$ cat config.mk
export PLATFORM = sky130hd
export DESIGN_NAME = host_cmd_handler
export DESIGN_NICKNAME = d
export VERILOG_FILES = /design/src/rtl/host_cmd_handler.sv
export SDC_FILE = /design/constraint.sdc
export NUM_CORES = 1
export LEC_CHECK = 0
export BUFFER_PORTS_ARGS = -buffer_cell sky130_fd_sc_hd__buf_2
export CAP_MARGIN = 20
export CELL_PAD_IN_SITES_DETAIL_PLACEMENT = 0
export CELL_PAD_IN_SITES_GLOBAL_PLACEMENT = 1
export CORE_AREA = 3 3 168 170
export DETAILED_ROUTE_END_ITERATION = 7
export DIE_AREA = 0 0 171 173
export PLACE_DENSITY_LB_ADDON = 0.1
export SYNTH_ARGS = -nofsm -noshare
export SYNTH_HDL_FRONTEND = slang
export SYNTH_SLANG_ARGS = --single-unit
$ cat constraint.sdc
create_clock -name clk -period 6.2 [get_ports clk]
set_clock_uncertainty 0.2 [all_clocks]
set_input_delay 0.93 -clock clk [delete_from_list [all_inputs] [get_ports clk]]
set_output_delay 0.93 -clock clk [all_outputs]
set_load 0.02 [all_outputs]
$ cat src/rtl/host_cmd_handler.sv
// host_cmd_handler: client side of the host command channel.
// Decodes each latched command word, drives the core reset, the data-slot
// request handshake and the all-complete pulse, then reports result/response
// with a single-cycle done pulse. A command is not re-accepted until the
// bridge drops cmd_valid, so one command can never complete twice.
module host_cmd_handler #(
  parameter int          RESET_MIN_CYCLES = 16,
  parameter logic [31:0] SLOT_TIMEOUT     = 32'd1_000_000,
  parameter logic [15:0] CORE_STATUS_RUN  = 16'h0004,
  parameter logic [15:0] CORE_STATUS_RST  = 16'h0001
) (
  input  logic         clk,
  input  logic         reset_n,
  input  logic         cmd_valid,
  input  logic [15:0]  cmd_word,
  input  logic [127:0] cmd_param,
  output logic [15:0]  cmd_progress,
  output logic         cmd_done,
  output logic [15:0]  cmd_result,
  output logic [31:0]  cmd_response,
  output logic         core_reset_n,
  output logic         slot_req_valid,
  output logic         slot_req_write,
  output logic [15:0]  slot_req_id,
  output logic [31:0]  slot_req_offset,
  output logic [31:0]  slot_req_length,
  input  logic         slot_ack,
  input  logic [15:0]  slot_ack_code,
  output logic         slot_all_complete
);

  localparam logic [2:0] S_IDLE      = 3'd0;
  localparam logic [2:0] S_EXEC      = 3'd1;
  localparam logic [2:0] S_SLOT_WAIT = 3'd2;
  localparam logic [2:0] S_DONE      = 3'd3;
  localparam logic [2:0] S_RELEASE   = 3'd4;

  localparam logic [15:0] RST_MIN = 16'(RESET_MIN_CYCLES);

  localparam logic [15:0] CMD_STATUS     = 16'h0000;
  localparam logic [15:0] CMD_RESET_IN   = 16'h0010;
  localparam logic [15:0] CMD_RESET_OUT  = 16'h0011;
  localparam logic [15:0] CMD_SLOT_READ  = 16'h0080;
  localparam logic [15:0] CMD_SLOT_WRITE = 16'h0082;
  localparam logic [15:0] CMD_ALL_DONE   = 16'h008F;

  logic [2:0]   state;
  logic [15:0]  word_q;
  logic [127:0] param_q;
  logic [15:0]  rst_cnt;
  logic [31:0]  tmo_cnt;
  logic [31:0]  tmo_next;
  logic         reset_enter;

  assign reset_enter = (state == S_EXEC) && (word_q == CMD_RESET_IN);
  assign tmo_next    = tmo_cnt + 32'd1;
  assign cmd_done    = (state == S_DONE);

  // Count how long the core has been held in reset, saturating at the minimum hold time.
  always_ff @(posedge clk or negedge reset_n) begin
    if (!reset_n) begin
      rst_cnt <= 16'd0;
    end else if (reset_enter) begin
      rst_cnt <= 16'd0;
    end else if (!core_reset_n && (rst_cnt < RST_MIN)) begin
      rst_cnt <= rst_cnt + 16'd1;
    end
  end

  // Command sequencer: latch, decode/act, wait for the slot handshake, report, then wait for release.
  always_ff @(posedge clk or negedge reset_n) begin
    if (!reset_n) begin
      state             <= S_IDLE;
      word_q            <= 16'd0;
      param_q           <= 128'd0;
      tmo_cnt           <= 32'd0;
      cmd_progress      <= 16'd0;
      cmd_result        <= 16'd0;
      cmd_response      <= 32'd0;
      core_reset_n      <= 1'b0;
      slot_req_valid    <= 1'b0;
      slot_req_write    <= 1'b0;
      slot_req_id       <= 16'd0;
      slot_req_offset   <= 32'd0;
      slot_req_length   <= 32'd0;
      slot_all_complete <= 1'b0;
    end else begin
      slot_all_complete <= 1'b0;
      case (state)
        S_IDLE: begin
          if (cmd_valid) begin
            word_q  <= cmd_word;
            param_q <= cmd_param;
            state   <= S_EXEC;
          end
        end
        S_EXEC: begin
          case (word_q)
            CMD_STATUS: begin
              cmd_result   <= core_reset_n ? CORE_STATUS_RUN : CORE_STATUS_RST;
              cmd_response <= 32'd0;
              state        <= S_DONE;
            end
            CMD_RESET_IN: begin
              core_reset_n <= 1'b0;
              cmd_result   <= 16'd0;
              cmd_response <= 32'd0;
              state        <= S_DONE;
            end
            CMD_RESET_OUT: begin
              if (core_reset_n) begin
                cmd_result   <= 16'd0;
                cmd_response <= 32'd0;
                state        <= S_DONE;
              end else if (rst_cnt == RST_MIN) begin
                core_reset_n <= 1'b1;
                cmd_progress <= 16'd0;
                cmd_result   <= 16'd0;
                cmd_response <= 32'd0;
                state        <= S_DONE;
              end else begin
                cmd_progress <= RST_MIN - rst_cnt;
              end
            end
            CMD_SLOT_READ, CMD_SLOT_WRITE: begin
              slot_req_write  <= word_q[1];
              slot_req_id     <= param_q[111:96];
              slot_req_offset <= param_q[95:64];
              slot_req_length <= param_q[63:32];
              slot_req_valid  <= 1'b1;
              tmo_cnt         <= 32'd0;
              cmd_progress    <= 16'd0;
              state           <= S_SLOT_WAIT;
            end
            CMD_ALL_DONE: begin
              slot_all_complete <= 1'b1;
              cmd_result        <= 16'd0;
              cmd_response      <= 32'd0;
              state             <= S_DONE;
            end
            default: begin
              cmd_result   <= 16'h0001;
              cmd_response <= 32'd0;
              state        <= S_DONE;
            end
          endcase
        end
        S_SLOT_WAIT: begin
          if (slot_ack) begin
            slot_req_valid <= 1'b0;
            cmd_result     <= slot_ack_code;
            cmd_response   <= 32'd0;
            state          <= S_DONE;
          end else if (tmo_cnt == SLOT_TIMEOUT - 32'd1) begin
            slot_req_valid <= 1'b0;
            cmd_result     <= 16'hFFFF;
            cmd_response   <= 32'd0;
            state          <= S_DONE;
          end else begin
            tmo_cnt      <= tmo_next;
            cmd_progress <= tmo_next[15:0];
          end
        end
        S_DONE: begin
          state <= S_RELEASE;
        end
        S_RELEASE: begin
          if (!cmd_valid) begin
            cmd_progress <= 16'd0;
            state        <= S_IDLE;
          end
        end
        default: begin
          state <= S_IDLE;
        end
      endcase
    end
  end

endmodule

==> results.txt <==
Peak per-stage delay on the critical path: 0.85 ns
# Post-CTS Setup Buffers: 0
Min Tclk post-route: 3.554 ns
Area leader, netlist: dfrtp_1
Non-filler cells, final: 1,661
Ranking of synthesized cells by area: dfrtp_1, mux2_2, nand2_1
FILL cells: 2,544
Crit-path cells: nor4_1 -> nand4_1 -> nor2_4 -> nor2_2 -> or4_1 -> o21ai_0
HP Class: in2async
Total Wirelength: 27.23 mm
Critical-path top delay cell: nor2_4
PnR Total Power: 5.851 mW
Rel. slew slack: 35.39%
Total number of vias: 8,212
Worst-skew pair later-pin latency: 0.55 ns
DR DRC count: 0
Mapped cell area: 0.01148 mm^2
Dpl cells: 1,603
Lkg Pwr: 7.041 nW
Distinct cells, synth: 61
WP data arrival: 3.82 ns
Final setup TNS: 0 ns
Worst-path maximum fanout: 38
Pwr per Cell Area: 426.2 mW/mm^2
Initial antenna violation count: 12
IO Port Bufs: 232
Final setup viols: 0
Syn Inst Count: 1,082
Kind of critical path: reg2reg
Critical Path RT: 6.47 ns
Die Area: 0.02958 mm^2
Startpoint class of the critical path: register
Asr flop ratio synth: 100.0%
Row count: 60
Slew Limit Fails: 0
Num ports: 313
Share of cells above drive strength 1: 30.44%
Routed len/inst: 16.39 um
Vias in the first global route: 8,039
Status: finished, final reports clean
Commonest non-fill, non-tap cell in the layout: nand2_1
Clk pin slew, worst setup/hold paths: 0.06 ns
NumNets Final: 1,460
Initial DRC count: 394
Total GRT Usage: 18.07%
Dpl ws: 2.625 ns
Number of gates resized after CTS: 0
CP endpoint kind: register
Final HPWL DP: 17.92 mm
Die W: 171 um
Met2 wire len: 12.29 mm
Hold Fails Final Rpt: 0
Post-synth top area share: 57.34%
Wire length on met1: 11.98 mm
Post-DR vias/cell: 4.944
Max cap viols: 0
Ys Warns: 0
Initial Utilization: 42.71%
Worst slew pin tran: 0.9668 ns
CTS tree: built
TritonRoute pass-1 iters: 4
Wire length on met3: 2.230 mm
First-pass GRT wire length: 43.70 mm
Hold bufs inserted after CTS: 0
Number of synthesized flops with an enable pin: 0
Main synth FF type: dfrtp_1
Largest net degree at the start of global routing: 151
Max VDD drop: 0.2040 mV
Fin area: 0.01373 mm^2
Seq cells post-synth: 263
Num CTS Buffers: 29
Achievable Freq: 0.2813 GHz
Final period util: 57.33%
Synthesized area per cell: 10.61 um^2
CTS sink count: 263
Sequential-to-total area share from yosys stat: 57.34%
Top layer reached by signal wires: met5
Area Growth Syn to Fin: 19.60%
Tightest hold margin: 0.2341 ns
Most frequent cells in the layout: nand2_1, dfrtp_1, buf_2
Antenna viol nets, final: 0
Grt ovf: 0
Routability Congestion: 0.7699
Core Region: 0.02688 mm^2
Core Util, Final: 51.08%
Clock Path Buffers: 3
Die Y: 173 um
H-Tree Depth: 1
RSZ-0062 raised after global routing: false
Placed cell areas: 0.01278 mm^2
Root buffer cell: clkbuf_16
Worst setup margin: 2.646 ns
==> state kept, by name (all words and copies together), names as in the netlist <==
register           flops
param_q               80
slot_req_length       32
slot_req_offset       32
tmo_cnt               32
cmd_progress          16
cmd_result            16
rst_cnt               16
slot_req_id           16
word_q                16
state                  3
core_reset_n           1
slot_all_complete      1
slot_req_valid         1
slot_req_write         1
==> logic make-up after synthesis <==
| family | count (synthesis) | share of synthesized area, % |
|---|---|---|
| simple gates | 455 | 17.52 |
| compound gates | 108 | 6.257 |
| flops | 263 | 57.34 |
| fa+ha+maj | 3 | 0.3270 |
| other cells | 1 | 0.03267 |
| xor+xnor | 45 | 3.434 |
| buf+inv | 101 | 4.709 |
| mux | 106 | 10.39 |
==> path summary, 6_finish.rpt <==
path | slack, ns | to | depth (start not counted) | start
hold reg to reg | 0.25 | slot_req_id[8]$_DFFE_PN0P_ | 2 | param_q[104]$_DFFE_PN0P_
setup / recovery | 2.65 | tmo_cnt[14]$_DFFE_PN0P_ | 6 | word_q[5]$_DFFE_PN0P_
setup reg to reg | 2.65 | tmo_cnt[14]$_DFFE_PN0P_ | 6 | word_q[5]$_DFFE_PN0P_
min in group clk | 0.25 | slot_req_id[8]$_DFFE_PN0P_ | 2 | param_q[104]$_DFFE_PN0P_
max in group asynchronous | 4.26 | param_q[70]$_DFFE_PN0P_ | 2 | reset_n
hold / removal | 0.23 | cmd_progress[14]$_DFFE_PN0P_ | 1 | reset_n
==> routing by layer <==
layer	global-route usage, %	vias to the layer above
met5	0	-
met4	4.728	14
met3	6.561	57
met2	27.63	218
met1	24.50	3919
li1	-	4004
==> worst max-delay path, delay by kind of cell (launching register included) <==
family             cells  cell delay, ns
DFF                    1            0.38
and+or+nand+nor        5            2.81
AOI/OAI and AO/OA      1            0.08
==> cells in the mapped netlist (all sizes together), types with 3 or more instances <==
cell type  instances
o22a               3
a21oi             20
dfrtp            263
a211oi             7
mux2             105
and2               3
xor2              18
nand2            303
o31ai             10
nor3b              4
nor2              39
and4               3
and3               8
xnor2             27
nor3              16
or3                3
o21ai             26
inv               10
a21o              14
a31oi              4
nor4              11
clkbuf            38
nand3             23
nor2b             14
nand4             12
ha                 3
o22ai              5
or4                7
buf               53
a2bb2oi            4
==> power breakdown <==
| group | switching [mW] | total [mW] | internal [mW] |
|---|---|---|---|
| Combinational | 0.860 | 1.64 | 0.779 |
| Sequential | 0.335 | 2.54 | 2.21 |
| Clock | 0.679 | 1.67 | 0.990 |
==> final cells by class <==
class                   count  area, um^2  area share (%)
repair buffers            240        1244           9.059
clock inverters             5       65.06          0.4739
clock buffers              47       863.3           6.289
inverters                  10       37.54          0.2734
flip-flops and latches    263        6581           47.94
multi-input cells         749        4496           32.75
well taps                 341       426.7           3.108
diodes                      6       15.01          0.1094
Note: power is estimated with default switching activity, not from simulation.
